==> config.mk <==
export PLATFORM = sky130hd
export DESIGN_NAME = pe_edge_addr_sequencer_flat
export DESIGN_NICKNAME = d
export VERILOG_FILES = /design/src/rtl/pe_edge_addr_sequencer_if.sv /design/src/rtl/pe_edge_addr_sequencer.sv /design/src/flat_wrapper.sv
export SDC_FILE = /design/constraint.sdc
export NUM_CORES = 1
export LEC_CHECK = 0
export ABC_AREA = 1
export BUFFER_PORTS_ARGS = -buffer_cell sky130_fd_sc_hd__buf_2
export CORE_UTILIZATION = 55
export CTS_CLUSTER_SIZE = 40
export DETAILED_ROUTE_END_ITERATION = 10
export PLACE_DENSITY = 0.85
export SKIP_CTS_REPAIR_TIMING = 1
export SLEW_MARGIN = 20
export SYNTH_ARGS = -nofsm -noshare
export SYNTH_HDL_FRONTEND = slang
export SYNTH_SLANG_ARGS = --single-unit
==> constraint.sdc <==
create_clock -name clk -period 3.9 [get_ports clk]
set_input_delay 0 -clock clk [delete_from_list [all_inputs] [get_ports clk]]
set_output_delay 0 -clock clk [all_outputs]
set_load 0.05 [all_outputs]
==> src/rtl/pe_edge_addr_sequencer_if.sv <==
// Edge-dataflow sequencer bus: pass handshake, per-pass configuration,
// per-stream advance strobes and the resulting PE addresses / block status.
interface pe_edge_addr_sequencer_if #(
  parameter int KW = 2,
  parameter int OW = 2,
  parameter int IW = 3,
  parameter int BW = 3
);
  logic          start;
  logic [KW:0]   cfg_k_size;
  logic [OW:0]   cfg_o_size;
  logic [BW:0]   cfg_blocks;
  logic          en_k;
  logic          en_i;
  logic          en_o_in;
  logic          en_o_out;

  logic [KW-1:0] k_addr;
  logic [IW-1:0] i_addr;
  logic [OW-1:0] o_in_addr;
  logic [OW-1:0] o_out_addr;
  logic [BW-1:0] i_blk;
  logic [BW-1:0] o_in_blk;
  logic [BW-1:0] o_out_blk;
  logic          o_in_first_blk;
  logic          o_in_last_blk;
  logic          o_out_last_blk;
  logic          busy;
  logic          done;
  logic          cfg_err;

  modport master (
    output start, cfg_k_size, cfg_o_size, cfg_blocks,
    output en_k, en_i, en_o_in, en_o_out,
    input  k_addr, i_addr, o_in_addr, o_out_addr,
    input  i_blk, o_in_blk, o_out_blk,
    input  o_in_first_blk, o_in_last_blk, o_out_last_blk,
    input  busy, done, cfg_err
  );

  modport slave (
    input  start, cfg_k_size, cfg_o_size, cfg_blocks,
    input  en_k, en_i, en_o_in, en_o_out,
    output k_addr, i_addr, o_in_addr, o_out_addr,
    output i_blk, o_in_blk, o_out_blk,
    output o_in_first_blk, o_in_last_blk, o_out_last_blk,
    output busy, done, cfg_err
  );
endinterface

==> src/rtl/pe_edge_addr_sequencer.sv <==
// Wrapping PE address / block sequencer for the K, I, O_In and O_Out edge
// streams, framing one convolution pass with start/busy/done.
module pe_edge_addr_sequencer #(
  parameter int K_MAX   = 4,
  parameter int O_MAX   = 4,
  parameter int KW      = 2,
  parameter int OW      = 2,
  parameter int IW      = 3,
  parameter int BW      = 3,
  parameter int BLK_MAX = 4
) (
  input  logic clk,
  input  logic aclr,
  input  logic sclr,
  pe_edge_addr_sequencer_if.slave seq
);

  localparam logic [KW:0] KLIM = (KW+1)'(K_MAX);
  localparam logic [OW:0] OLIM = (OW+1)'(O_MAX);
  localparam logic [BW:0] BLIM = (BW+1)'(BLK_MAX);

  typedef enum logic {IDLE = 1'b0, RUN = 1'b1} state_t;

  state_t        state;
  logic [KW-1:0] k_addr;
  logic [IW-1:0] i_addr;
  logic [OW-1:0] o_in_addr;
  logic [OW-1:0] o_out_addr;
  logic [BW-1:0] i_blk;
  logic [BW-1:0] o_in_blk;
  logic [BW-1:0] o_out_blk;
  logic          done;
  logic          cfg_err;

  logic [KW:0]   k_sz;
  logic [OW:0]   o_sz;
  logic [IW:0]   i_sz;
  logic [BW:0]   b_sz;

  logic          cfg_good;
  logic          accept;
  logic          k_wrap;
  logic          i_wrap;
  logic          o_in_wrap;
  logic          o_out_wrap;
  logic          i_blk_last;
  logic          o_in_blk_last;
  logic          o_out_blk_last;
  logic          pass_end;

  function automatic logic cfg_ok(input logic [KW:0] k, input logic [OW:0] o,
                                  input logic [BW:0] b);
    return (k != '0) && (k <= KLIM) && (o != '0) && (o <= OLIM) &&
           (b != '0) && (b <= BLIM);
  endfunction

  assign cfg_good = cfg_ok(seq.cfg_k_size, seq.cfg_o_size, seq.cfg_blocks);
  assign accept   = (state == IDLE) && seq.start && cfg_good && !sclr && !aclr;

  // Wrap points are compared one bit wider so size == 2^W still fits.
  assign k_wrap         = ({1'b0, k_addr}     == k_sz - 1'b1);
  assign i_wrap         = ({1'b0, i_addr}     == i_sz - 1'b1);
  assign o_in_wrap      = ({1'b0, o_in_addr}  == o_sz - 1'b1);
  assign o_out_wrap     = ({1'b0, o_out_addr} == o_sz - 1'b1);
  assign i_blk_last     = ({1'b0, i_blk}      == b_sz - 1'b1);
  assign o_in_blk_last  = ({1'b0, o_in_blk}   == b_sz - 1'b1);
  assign o_out_blk_last = ({1'b0, o_out_blk}  == b_sz - 1'b1);
  assign pass_end       = seq.en_o_out && o_out_wrap && o_out_blk_last;

  // Configuration is latched only on an accepted start and frozen for the pass.
  always_ff @(posedge clk) begin
    if (accept) begin
      k_sz <= seq.cfg_k_size;
      o_sz <= seq.cfg_o_size;
      i_sz <= (IW+1)'(seq.cfg_k_size) + (IW+1)'(seq.cfg_o_size) - (IW+1)'(1);
      b_sz <= seq.cfg_blocks;
    end
  end

  always_ff @(posedge clk or posedge aclr) begin
    if (aclr) begin
      state      <= IDLE;
      k_addr     <= '0;
      i_addr     <= '0;
      o_in_addr  <= '0;
      o_out_addr <= '0;
      i_blk      <= '0;
      o_in_blk   <= '0;
      o_out_blk  <= '0;
      done       <= 1'b0;
      cfg_err    <= 1'b0;
    end else if (sclr) begin
      state      <= IDLE;
      k_addr     <= '0;
      i_addr     <= '0;
      o_in_addr  <= '0;
      o_out_addr <= '0;
      i_blk      <= '0;
      o_in_blk   <= '0;
      o_out_blk  <= '0;
      done       <= 1'b0;
      cfg_err    <= 1'b0;
    end else begin
      done    <= 1'b0;
      cfg_err <= 1'b0;
      case (state)
        IDLE: begin
          // Counters are already zero in IDLE, so acceptance only changes state.
          if (seq.start) begin
            if (cfg_good) state   <= RUN;
            else          cfg_err <= 1'b1;
          end
        end
        RUN: begin
          if (pass_end) begin
            state      <= IDLE;
            done       <= 1'b1;
            k_addr     <= '0;
            i_addr     <= '0;
            o_in_addr  <= '0;
            o_out_addr <= '0;
            i_blk      <= '0;
            o_in_blk   <= '0;
            o_out_blk  <= '0;
          end else begin
            if (seq.en_k)
              k_addr <= k_wrap ? '0 : k_addr + 1'b1;
            if (seq.en_i) begin
              i_addr <= i_wrap ? '0 : i_addr + 1'b1;
              if (i_wrap) i_blk <= i_blk_last ? '0 : i_blk + 1'b1;
            end
            if (seq.en_o_in) begin
              o_in_addr <= o_in_wrap ? '0 : o_in_addr + 1'b1;
              if (o_in_wrap) o_in_blk <= o_in_blk_last ? '0 : o_in_blk + 1'b1;
            end
            if (seq.en_o_out) begin
              o_out_addr <= o_out_wrap ? '0 : o_out_addr + 1'b1;
              if (o_out_wrap) o_out_blk <= o_out_blk_last ? '0 : o_out_blk + 1'b1;
            end
          end
        end
        default: state <= IDLE;
      endcase
    end
  end

  assign seq.k_addr         = k_addr;
  assign seq.i_addr         = i_addr;
  assign seq.o_in_addr      = o_in_addr;
  assign seq.o_out_addr     = o_out_addr;
  assign seq.i_blk          = i_blk;
  assign seq.o_in_blk       = o_in_blk;
  assign seq.o_out_blk      = o_out_blk;
  assign seq.busy           = (state == RUN);
  assign seq.done           = done;
  assign seq.cfg_err        = cfg_err;
  // Block flags follow the counters; last-block flags are gated off in IDLE.
  assign seq.o_in_first_blk = (o_in_blk == '0);
  assign seq.o_in_last_blk  = (state == RUN) && o_in_blk_last;
  assign seq.o_out_last_blk = (state == RUN) && o_out_blk_last;

endmodule

==> src/flat_wrapper.sv <==
// flat-port wrapper written by rule: the top's interface ports become plain ports
module pe_edge_addr_sequencer_flat 
#(
  parameter int K_MAX   = 4,
  parameter int O_MAX   = 4,
  parameter int KW      = 2,
  parameter int OW      = 2,
  parameter int IW      = 3,
  parameter int BW      = 3,
  parameter int BLK_MAX = 4
)
  (clk, aclr, sclr, seq_start, seq_cfg_k_size, seq_cfg_o_size, seq_cfg_blocks, seq_en_k, seq_en_i, seq_en_o_in, seq_en_o_out, seq_k_addr, seq_i_addr, seq_o_in_addr, seq_o_out_addr, seq_i_blk, seq_o_in_blk, seq_o_out_blk, seq_o_in_first_blk, seq_o_in_last_blk, seq_o_out_last_blk, seq_busy, seq_done, seq_cfg_err);
  pe_edge_addr_sequencer_if #(.KW(KW), .OW(OW), .IW(IW), .BW(BW)) seq_i ();
  input  logic clk;
  input  logic aclr;
  input  logic sclr;
  input wire logic [$bits(seq_i.start)-1:0] seq_start;
  input wire logic [$bits(seq_i.cfg_k_size)-1:0] seq_cfg_k_size;
  input wire logic [$bits(seq_i.cfg_o_size)-1:0] seq_cfg_o_size;
  input wire logic [$bits(seq_i.cfg_blocks)-1:0] seq_cfg_blocks;
  input wire logic [$bits(seq_i.en_k)-1:0] seq_en_k;
  input wire logic [$bits(seq_i.en_i)-1:0] seq_en_i;
  input wire logic [$bits(seq_i.en_o_in)-1:0] seq_en_o_in;
  input wire logic [$bits(seq_i.en_o_out)-1:0] seq_en_o_out;
  output wire logic [$bits(seq_i.k_addr)-1:0] seq_k_addr;
  output wire logic [$bits(seq_i.i_addr)-1:0] seq_i_addr;
  output wire logic [$bits(seq_i.o_in_addr)-1:0] seq_o_in_addr;
  output wire logic [$bits(seq_i.o_out_addr)-1:0] seq_o_out_addr;
  output wire logic [$bits(seq_i.i_blk)-1:0] seq_i_blk;
  output wire logic [$bits(seq_i.o_in_blk)-1:0] seq_o_in_blk;
  output wire logic [$bits(seq_i.o_out_blk)-1:0] seq_o_out_blk;
  output wire logic [$bits(seq_i.o_in_first_blk)-1:0] seq_o_in_first_blk;
  output wire logic [$bits(seq_i.o_in_last_blk)-1:0] seq_o_in_last_blk;
  output wire logic [$bits(seq_i.o_out_last_blk)-1:0] seq_o_out_last_blk;
  output wire logic [$bits(seq_i.busy)-1:0] seq_busy;
  output wire logic [$bits(seq_i.done)-1:0] seq_done;
  output wire logic [$bits(seq_i.cfg_err)-1:0] seq_cfg_err;
  assign seq_i.start = seq_start;
  assign seq_i.cfg_k_size = seq_cfg_k_size;
  assign seq_i.cfg_o_size = seq_cfg_o_size;
  assign seq_i.cfg_blocks = seq_cfg_blocks;
  assign seq_i.en_k = seq_en_k;
  assign seq_i.en_i = seq_en_i;
  assign seq_i.en_o_in = seq_en_o_in;
  assign seq_i.en_o_out = seq_en_o_out;
  assign seq_k_addr = seq_i.k_addr;
  assign seq_i_addr = seq_i.i_addr;
  assign seq_o_in_addr = seq_i.o_in_addr;
  assign seq_o_out_addr = seq_i.o_out_addr;
  assign seq_i_blk = seq_i.i_blk;
  assign seq_o_in_blk = seq_i.o_in_blk;
  assign seq_o_out_blk = seq_i.o_out_blk;
  assign seq_o_in_first_blk = seq_i.o_in_first_blk;
  assign seq_o_in_last_blk = seq_i.o_in_last_blk;
  assign seq_o_out_last_blk = seq_i.o_out_last_blk;
  assign seq_busy = seq_i.busy;
  assign seq_done = seq_i.done;
  assign seq_cfg_err = seq_i.cfg_err;
  pe_edge_addr_sequencer #(.K_MAX(K_MAX), .O_MAX(O_MAX), .KW(KW), .OW(OW), .IW(IW), .BW(BW), .BLK_MAX(BLK_MAX)) u_core (.clk(clk), .aclr(aclr), .sclr(sclr), .seq(seq_i));
endmodule
# == Yosys cells after proc, flatten, opt, wreduce, memory -nomap -nowiden ==
# Index checks and enable logic that the tools add are counted.
# op_classes
div_mod_pow,0
n_lt_le_gt_ge,3
n_mul,0
eq_ne,7
shift,0
mux,50
bitwise_logic,1
n_addsub,13
reduce_logical,34
# op_table
op,count
2-to-1 mux 3 bit,23
2-to-1 mux 2 bit,15
nonzero test 3 bit,9
equality test 3 x 4 -> 1 bit,4
logical AND 1 bit,13
adder 3 x 1 -> 3 bit (second input constant),4
subtractor 4 x 1 -> 4 bit (second input constant),3
2-to-1 mux 1 bit,11
equality test 2 x 3 -> 1 bit,3
AND reduction 3 bit,3
AND reduction 2 bit,4
adder 2 x 1 -> 2 bit (second input constant),3
less-or-equal comparator 3 bit (second input constant),2
subtractor 3 x 1 -> 3 bit (second input constant),2
adder 3 x 3 -> 4 bit,1
less-or-equal comparator 4 x 3 -> 1 bit (second input constant),1
nonzero test 4 bit,1
logical NOT 3 bit,1
logical NOT 1 bit,2
case mux 1 bit (2 select lines),1
nonzero test 2 bit,1
inverter 1 bit,1
# totals
ramBits,0
n_memories,0
inputBits,18
output_inout_bits,24
romBits,0
elab_cells,122
reg_bits,35
latch_bits,0

# == Logic depth before layout (Yosys ltp) ==
# Gate-level depths: netlist of run 1.
# logic_depth
depth_word,10
mapped_depth,15
mapped_depth_nobuf,14

# == Worst setup path after synthesis of run 1 ==
# Ideal clock, no wire load.
# synth_timing
path_type,flip-flop to flip-flop
start,register u_core.state (netlist: u_core.seq.busy)
end,"register u_core.b_sz[0], enable pin"
n_path_buf,0
t_arrival_ns,2.584
path_stages_with_launch,4
setup_time_ns,0.422
setup_slack_ns,0.894
path_cell_list,dfrtp_1 > nor2_1 > inv_1 > nor4_1
# synth_via
elab_chain_cells,5
# synth_lines
element,line,source
"start, declared",pe_edge_addr_sequencer.sv:24,state_t state;
"start signal, assigned",pe_edge_addr_sequencer.sv:82,state <= IDLE;
"start signal, assigned",pe_edge_addr_sequencer.sv:93,state <= IDLE;
"start signal, assigned",pe_edge_addr_sequencer.sv:110,if (cfg_good) state <= RUN;
inverter 1 bit,pe_edge_addr_sequencer.sv:58,assign accept = (state == IDLE) && seq.start && cfg_good && !sclr && !aclr;
logical AND 1 bit (4 in series),pe_edge_addr_sequencer.sv:58,
via u_core.accept,pe_edge_addr_sequencer.sv:41,logic accept;
"end signal, assigned",pe_edge_addr_sequencer.sv:76,b_sz <= seq.cfg_blocks;
"end, declared",pe_edge_addr_sequencer.sv:38,logic [BW:0] b_sz;
# The timed path passes the listed nets, and every way through them passes these cells.
# A chain may end at the register's enable or synchronous reset.

# == Worst setup path after layout of run 1 ==
# layout_timing
start,register u_core.b_sz[0]
end,register u_core.o_in_blk[0] (netlist: u_core.seq.o_in_blk[0])
# layout_via
elab_chain_cells,8
word_cells_on_any_way,13
cone_classes,1 x add/sub; 2 x eq/ne; 6 x mux; 4 x reduce/logical
# layout_lines
element,line,source
subtractor 4 x 1 -> 4 bit *,"pe_edge_addr_sequencer.sv:66, pe_edge_addr_sequencer.sv:67",
equality test 3 x 4 -> 1 bit,pe_edge_addr_sequencer.sv:66,"assign o_in_blk_last = ({1'b0, o_in_blk} == b_sz - 1'b1);"
2-to-1 mux 3 bit (2 in series),pe_edge_addr_sequencer.sv:134,if (o_in_wrap) o_in_blk <= o_in_blk_last ? '0 : o_in_blk + 1'b1;
2-to-1 mux 3 bit,pe_edge_addr_sequencer.sv:132,if (seq.en_o_in) begin
2-to-1 mux 3 bit,pe_edge_addr_sequencer.sv:115,if (pass_end) begin
2-to-1 mux 3 bit,pe_edge_addr_sequencer.sv:106,case (state)
2-to-1 mux 3 bit,pe_edge_addr_sequencer.sv:92,end else if (sclr) begin
"end signal, assigned",pe_edge_addr_sequencer.sv:134,
"end, declared",pe_edge_addr_sequencer.sv:30,logic [BW-1:0] o_in_blk;
# Every way passes the cells marked *; elsewhere a longest branch is shown, timed or not. The select of a mux whose other input is x is not followed.

==> impl_metrics.yaml, run 1 <==
detailed_routing:
  first_iter_violations: 148
  met3_length_um: 233
  routed_wl_um: 5040
  top_layer: "met4"
  via_per_inst: 5.13
  num_vias: 1989
  wl_met1_um: 2160
  wl_met2_um: 2510
  dr.pass1.iters: 5
  post-route-drc-count: 0
  postRouteAntennaNets: 0
  post_drt_wl_per_cell_um: 13.0
critical_path:
  required_ns: 4.14
  critical-path-max-stage-delay_ns: 0.43
  crit_chain: "inv_2 -> ha_1 -> inv_2 -> nand2_1 -> nand2_1 -> nor2_4 -> inv_2 -> nor2_2 -> nand2_2 -> a21oi_2 -> nand3_1 -> nand2_1"
  critPathSlowestCell: "edfxtp_1"
  worstReg2RegEnd: "u_core.seq.o_in_blk[0]$_DFFE_PP0P_"
  cp_data_arrival_time_ns: 2.41
  startpoint: "u_core.b_sz[0]$_DFFE_PP_"
  path_max_fanout: 11
  crit_type: "flop to flop"
  r2r_cells: 12
  critPathLaunchType: "flop"
  endpoint: "u_core.seq.o_in_blk[0]$_DFFE_PP0P_"
  endpoint_kind: "flop"
  r2r_start: "u_core.b_sz[0]$_DFFE_PP_"
  reg2reg_slack_ns: 1.72
final_layout:
  final_nets: 369
  drive_gt1_frac: 0.204
  n_antenna_cell: 0
  stdcell_area_sq_um: 2750
  layout_common_cells: "64 x nand2_1, 46 x inv_1, 41 x buf_2"
  syn_to_final_growth_pct: 20.9
  final_common_cell: "nand2_1"
  multi_input_area_sq_um: 1140
  utilization: 0.688
  nFillCells: 312
  seqCellArea_sq_um: 946
yosys:
  syn-num-nets: 311
  avgSynthCellArea_sq_um: 8.16
  synth_top_area_cell: "dfrtp_1"
  synth.area.top_cells: "dfrtp_1 23%, edfxtp_1 18%, nand2_1 11%, inv_1 7.6%, ha_1 7.1%"
  synth_edf_count: 14
  ys.flop_type: "dfrtp_1"
  ys_types: 31
  yosysTopAreaCellShare: 0.231
  ys_seq_area_frac: 0.415
  synthArstFlopShare: 0.600
  yosysWarnings: 0
  ys_ff_latch: 35
  synth_cells: 279
  netlist_area_sq_um: 2280
sta:
  tns_ns: 0
  maxSlewViolCount: 0
  max_freq_ghz: 0.459
  relSlewSlack: 0.450
  period_minus_slack_ns: 2.18
  rsz0062_at_grt: "false"
  finalCritPeriodShare: 0.558
  timing.hold.ws_ns: 0.00857
  worst_slew_pin_slew_ns: 0.824
  skew_ns: 0.0100
  timing_hold_violations_final: 0
  final-setup-viol-count: 0
grt:
  grt_pass1_vias: 1768
  grt.total_usage: 0.243
  grt_first_pass_wirelength_um: 7630
  antenna_found_initial: 0
  overflow: 0
  grt_max_degree: 22
placed_design:
  gp_congestion: 0.966
  port_buffers: 41
  place_area_sq_um: 2540
  hpwl_um: 3820
clocking:
  cts_tree: "yes"
  clk_transition_reported_paths_ns: 0.08
  numCtsBuffers: 5
  htreeDepth: 2
  clkLatencyLatePin_ns: 0.30
  cts_root_buffer: "clkbuf_8"
  cts_sinks: 35
  clockBufferDepth: 2
die:
  die-area_sq_um: 4400
  io_pins: 42
  start_util: 0.569
  core.rowCount: 23
  coreArea_sq_um: 4000
  die_w_um: 66.3
  fp.dieH_um: 66.3
job:
  drv_cap: 0
power:
  design_power_total_w: 0.00147
  power.leakage_nw: 1.47
  ir_worst_vdd_mv: 0.247
  power.density_nw_per_um2: 534
outcome:
  status: "complete, no violations"
min_path:
  worst_hold_path_type: "input pin to flop"
[synthesized netlist by cell type, types with 2 or more instances]
master	n
nand4_1	7
ha_1	13
nand3_1	16
a21oi_2	3
inv_1	46
dfrtp_1	21
xnor2_1	8
nand2_1	64
nor3_1	4
nand3_2	3
nand2_4	3
nor2_1	28
nor2_2	2
a21oi_1	4
nand3b_1	2
xor2_1	12
inv_2	3
o21ai_1	2
edfxtp_1	14
nand2_2	3
o21ai_0	11
[worst min path at each step]
| stage | from | to | slack [ns] | depth (start not counted) |
|---|---|---|---|---|
| floorplan | aclr | u_core.seq.busy$_DFF_PP0_ | -0.02 | 1 |
| global placement | seq_cfg_blocks[3] | u_core.b_sz[3]$_DFFE_PP_ | 0.20 | 1 |
| detailed placement | seq_cfg_blocks[3] | u_core.b_sz[3]$_DFFE_PP_ | 0.20 | 1 |
| CTS | seq_cfg_blocks[3] | u_core.b_sz[3]$_DFFE_PP_ | -0.11 | 1 |
| global route | seq_start | u_core.seq.cfg_err$_DFF_PP0_ | 0.02 | 2 |
| finish | seq_start | u_core.seq.cfg_err$_DFF_PP0_ | 0.009 | 2 |
[cells by family (layout without fill, tap and decap cells)]
| logic type | after synthesis | in the layout | synth area share |
|---|---|---|---|
| AND/OR/NAND/NOR | 137 | 137 | 0.284 |
| flip-flops | 35 | 35 | 0.415 |
| buffers and inverters | 51 | 110 | 0.0879 |
| XOR/XNOR | 20 | 20 | 0.0769 |
| AO/OA/AOI/OAI | 22 | 22 | 0.0555 |
| adder cells (fa/ha/maj) | 14 | 14 | 0.0802 |
[cell type report]
cell class / count / area share
well taps: 50 / 0.0227
clock buffers: 8 / 0.0364
inverters: 49 / 0.0668
flip-flops and latches: 35 / 0.344
multi-input cells: 193 / 0.413
repair buffers: 53 / 0.117
[where the power goes]
part	leakage (nW)	switching (W)	total (W)	internal (W)
Combinational	1.01	0.000460	0.000646	0.000186
Clock	0.0515	0.000134	0.000295	0.000161
Sequential	0.405	0.0000837	0.000530	0.000446
Total	1.47	0.000677	0.00147	0.000794
[per-stage QoR]
| stage | instances | worst slack, ns |
|---|---|---|
| global route | 388 | 1.56 |
| floorplan | 279 | 0.894 |
| CTS | 377 | 1.76 |
| global placement | 369 | 1.89 |
| detailed placement | 369 | 1.77 |
| finish | 388 | 1.72 |
[per-layer routing]
metal	global-route usage	vias to the layer above
met5	0	-
met4	0.122	0
met3	0.0569	16
met2	0.422	57
met1	0.276	912
li1	-	1004
[worst max-delay path, delay by kind of cell, from the launching register on]
kind                       cells  cell delay [ns]
adders and majority gates      1             0.38
AOI/OAI and AO/OA              1             0.35
and+or+nand+nor                7             0.79
buffers and inverters          3             0.17
DFF                            1             0.43
[flip-flops by register name (all words and copies together), names as in the netlist, 3 cells and up]
name,count
u_core.seq.i_blk,3
u_core.b_sz,4
u_core.i_sz,4
u_core.o_sz,3
u_core.seq.o_in_blk,3
u_core.seq.o_out_blk,3
u_core.seq.i_addr,3
u_core.k_sz,3
Power figures use the tool's default switching activity.
==> run 2: changes to the inputs <==
ABC_AREA = 0   (was 1)
CORE_UTILIZATION = 50   (was 55)
PLACE_DENSITY = 0.82   (was 0.85)
clock period = 1.8 ns   (was 3.9 ns; I/O delays follow)
==> run 2 against run 1 <==
Against the previous run:
- the flow now finishes with violations (negative setup slack)
- flip-flop and latch count stayed put
- area after synthesis is 5.1% lower
- clock skew is 0.0033 ns higher
- die area is 4.3% higher
- global-route usage is 0.24 points higher
- final cell count is 7.7% lower
- sequential power is 66% higher
- non-clock buffer count is 37 higher
- register-to-register slack worse by 2.0 ns
- clock-buffer cell count is 2 lower
==> impl_metrics.yaml, run 2 <==
sta:
  worst_slew_pin_slew_ns: 0.396
  max_freq_ghz: 0.491
  final-setup-viol-count: 18
  skew_ns: 0.0133
  maxSlewViolCount: 0
  rsz0062_at_grt: "true"
  relSlewSlack: 0.734
  finalCritPeriodShare: 1.13
  setup_ws_ns: -0.236
  timing.hold.ws_ns: 0.0135
  timing_hold_violations_final: 0
  period_minus_slack_ns: 2.04
final_layout:
  final_nets: 339
  final_common_cell: "buf_2"
  utilization: 0.794
  layout_common_cells: "39 x buf_2, 27 x buf_4, 24 x inv_1"
  syn_to_final_growth_pct: 50.1
  top_regs: "u_core.b_sz (4), u_core.i_sz (4)"
  drive_gt1_frac: 0.435
  n_antenna_cell: 0
  nFillCells: 264
yosys:
  netlist_area_sq_um: 2160
  ys_types: 47
  synth_cells: 214
  synth_edf_count: 14
  yosysWarnings: 0
  avgSynthCellArea_sq_um: 10.1
  ys_ff_latch: 35
  synth_top_area_cell: "dfrtp_1"
  syn-num-nets: 246
  synth_common_cells: "26 x inv_1, 21 x dfrtp_1, 15 x xnor2_1"
  ys_seq_area_frac: 0.437
  yosysTopAreaCellShare: 0.243
  ys.flop_type: "dfrtp_1"
  yosysMostFrequentCell: "inv_1"
  synthArstFlopShare: 0.600
  synth.area.top_cells: "dfrtp_1 24%, edfxtp_1 19%, ha_1 7.5%, xnor2_1 6.1%, inv_1 4.5%"
clocking:
  cts_sinks: 35
  clkLatencyLatePin_ns: 0.30
  cts_tree: "yes"
  numCtsBuffers: 5
  clockBufferDepth: 2
  cts_root_buffer: "clkbuf_8"
  clk_transition_reported_paths_ns: 0.08
  htreeDepth: 2
critical_path:
  path_buf_inv: 1
  crit_type: "flop to flop"
  path_max_fanout: 5
  critical-path-top-delay-family: "simple AND/OR/NAND/NOR gates"
  critPathSlowestCell: "or4_4"
  critPathLaunchType: "flop"
  endpoint_kind: "flop"
  crit_chain: "inv_2 -> ha_4 -> xor2_4 -> or4_4 -> or3b_1 -> nor3b_2 -> a221o_2"
  cp_data_arrival_time_ns: 2.28
  critical-path-max-stage-delay_ns: 0.53
  required_ns: 2.04
detailed_routing:
  first_iter_violations: 126
  dr.pass1.iters: 4
  num_vias: 1979
  postRouteAntennaNets: 0
  post-route-drc-count: 0
  post_drt_wl_per_cell_um: 16.5
  via_per_inst: 5.53
  routed_wl_um: 5890
die:
  die_w_um: 67.8
  io_pins: 42
  fp.dieH_um: 67.8
  start_util: 0.529
  core.rowCount: 23
  coreArea_sq_um: 4090
  die-area_sq_um: 4590
power:
  combPwrFrac: 0.192
  clkPwrFrac: 0.318
  ir_worst_vdd_mv: 0.418
  power.leakage_nw: 1.51
  power_switching_w: 0.000525
  netSwitchingFraction: 0.293
  p_int_w: 0.00127
  seq_power_share: 0.490
  power.density_nw_per_um2: 552
grt:
  grt_pass1_vias: 1756
  grt.total_usage: 0.245
  grt_util_met1: 0.302
  grt_first_pass_wirelength_um: 8060
  grtUsageMet3: 0.0557
  overflow: 0
  grt-busiest-layer: "met2"
  grt_max_degree: 15
  antenna_found_initial: 0
  use_met2: 0.405
min_path:
  worst_hold_path_type: "input pin to flop"
placed_design:
  hpwl_um: 3890
  port_buffers: 41
  pre_cts_ws_ns: -0.246
  gp_congestion: 0.818
job:
  drv_cap: 0
outcome:
  status: "complete, but fails checks"
  violations: "negative setup slack"
## run 2: layer usage
metal | wire, um | vias up
met5 | 0 | -
met4 | 70 | 0
met3 | 211 | 7
met2 | 3100 | 61
met1 | 2510 | 977
li1 | - | 934
## run 2: layout make-up
type                            instances  area, sq um  area share
Inverter                               26         97.6      0.0301
Timing Repair Buffer                   90          654       0.202
Clock inverter                          2         12.5     0.00386
Tap cell                               50         62.6      0.0193
Multi-Input combinational cell        149         1400       0.430
Sequential cell                        35          950       0.293
Clock buffer                            6         72.6      0.0224
## run 2: worst reg2reg max path: stages, from the launching register on
cell	delay (ns)
edfxtp_1	0.36
inv_2	0.05
ha_4	0.17
xor2_4	0.20
or4_4	0.53
or3b_1	0.39
nor3b_2	0.17
a221o_2	0.13
## run 2: cells by family after synthesis
kind of cell             Yosys count  share of synthesized area
AND/OR/NAND/NOR                   68                      0.182
AO/OA/AOI/OAI                     38                      0.124
flip-flops                        35                      0.437
buffers and inverters             30                     0.0532
XOR/XNOR                          26                      0.105
adder cells (fa/ha/maj)           14                     0.0845
multiplexers                       3                     0.0139
## run 2: path summary, 6_finish.rpt
kind / startpoint / to / slack, ns / cells after the start
setup reg to reg: u_core.o_sz[0]$_DFFE_PP_ / u_core.seq.o_in_blk[2]$_DFFE_PP0P_ / -0.24 / 7
max in group asynchronous: aclr / u_core.seq.o_out_blk[2]$_DFFE_PP0P_ / 1.01 / 4
hold reg to reg: u_core.seq.i_blk[0]$_DFFE_PP0P_ / u_core.seq.i_blk[0]$_DFFE_PP0P_ / 0.57 / 1
min in group asynchronous: aclr / u_core.seq.o_in_addr[1]$_DFFE_PP0P_ / 0.25 / 3
hold / removal: seq_en_i / u_core.seq.i_addr[0]$_DFFE_PP0P_ / 0.01 / 3
setup / recovery: u_core.o_sz[0]$_DFFE_PP_ / u_core.seq.o_in_blk[2]$_DFFE_PP0P_ / -0.24 / 7
## run 2: power groups by stage
stage               sequential [W]  clock, W  combinational, W
finish                    0.000878  0.000569          0.000345
CTS                       0.000877  0.000573          0.000293
floorplan                 0.000951         0          0.000129
global placement          0.000893         0          0.000282
global route              0.000880  0.000598          0.000369
detailed placement        0.000893         0          0.000291
## run 2: stage by stage
step                      setup TNS, ns  power (W)  cells  area, sq um
after CTS                         -3.21    0.00174    343         2880
after global routing              -4.23    0.00185    358         3240
after detailed placement          -2.62    0.00118    335         2800
final                             -2.40    0.00179    358         3240
after global placement            -1.86    0.00118    335         2800
after floorplan                  -0.858    0.00108    214         2310
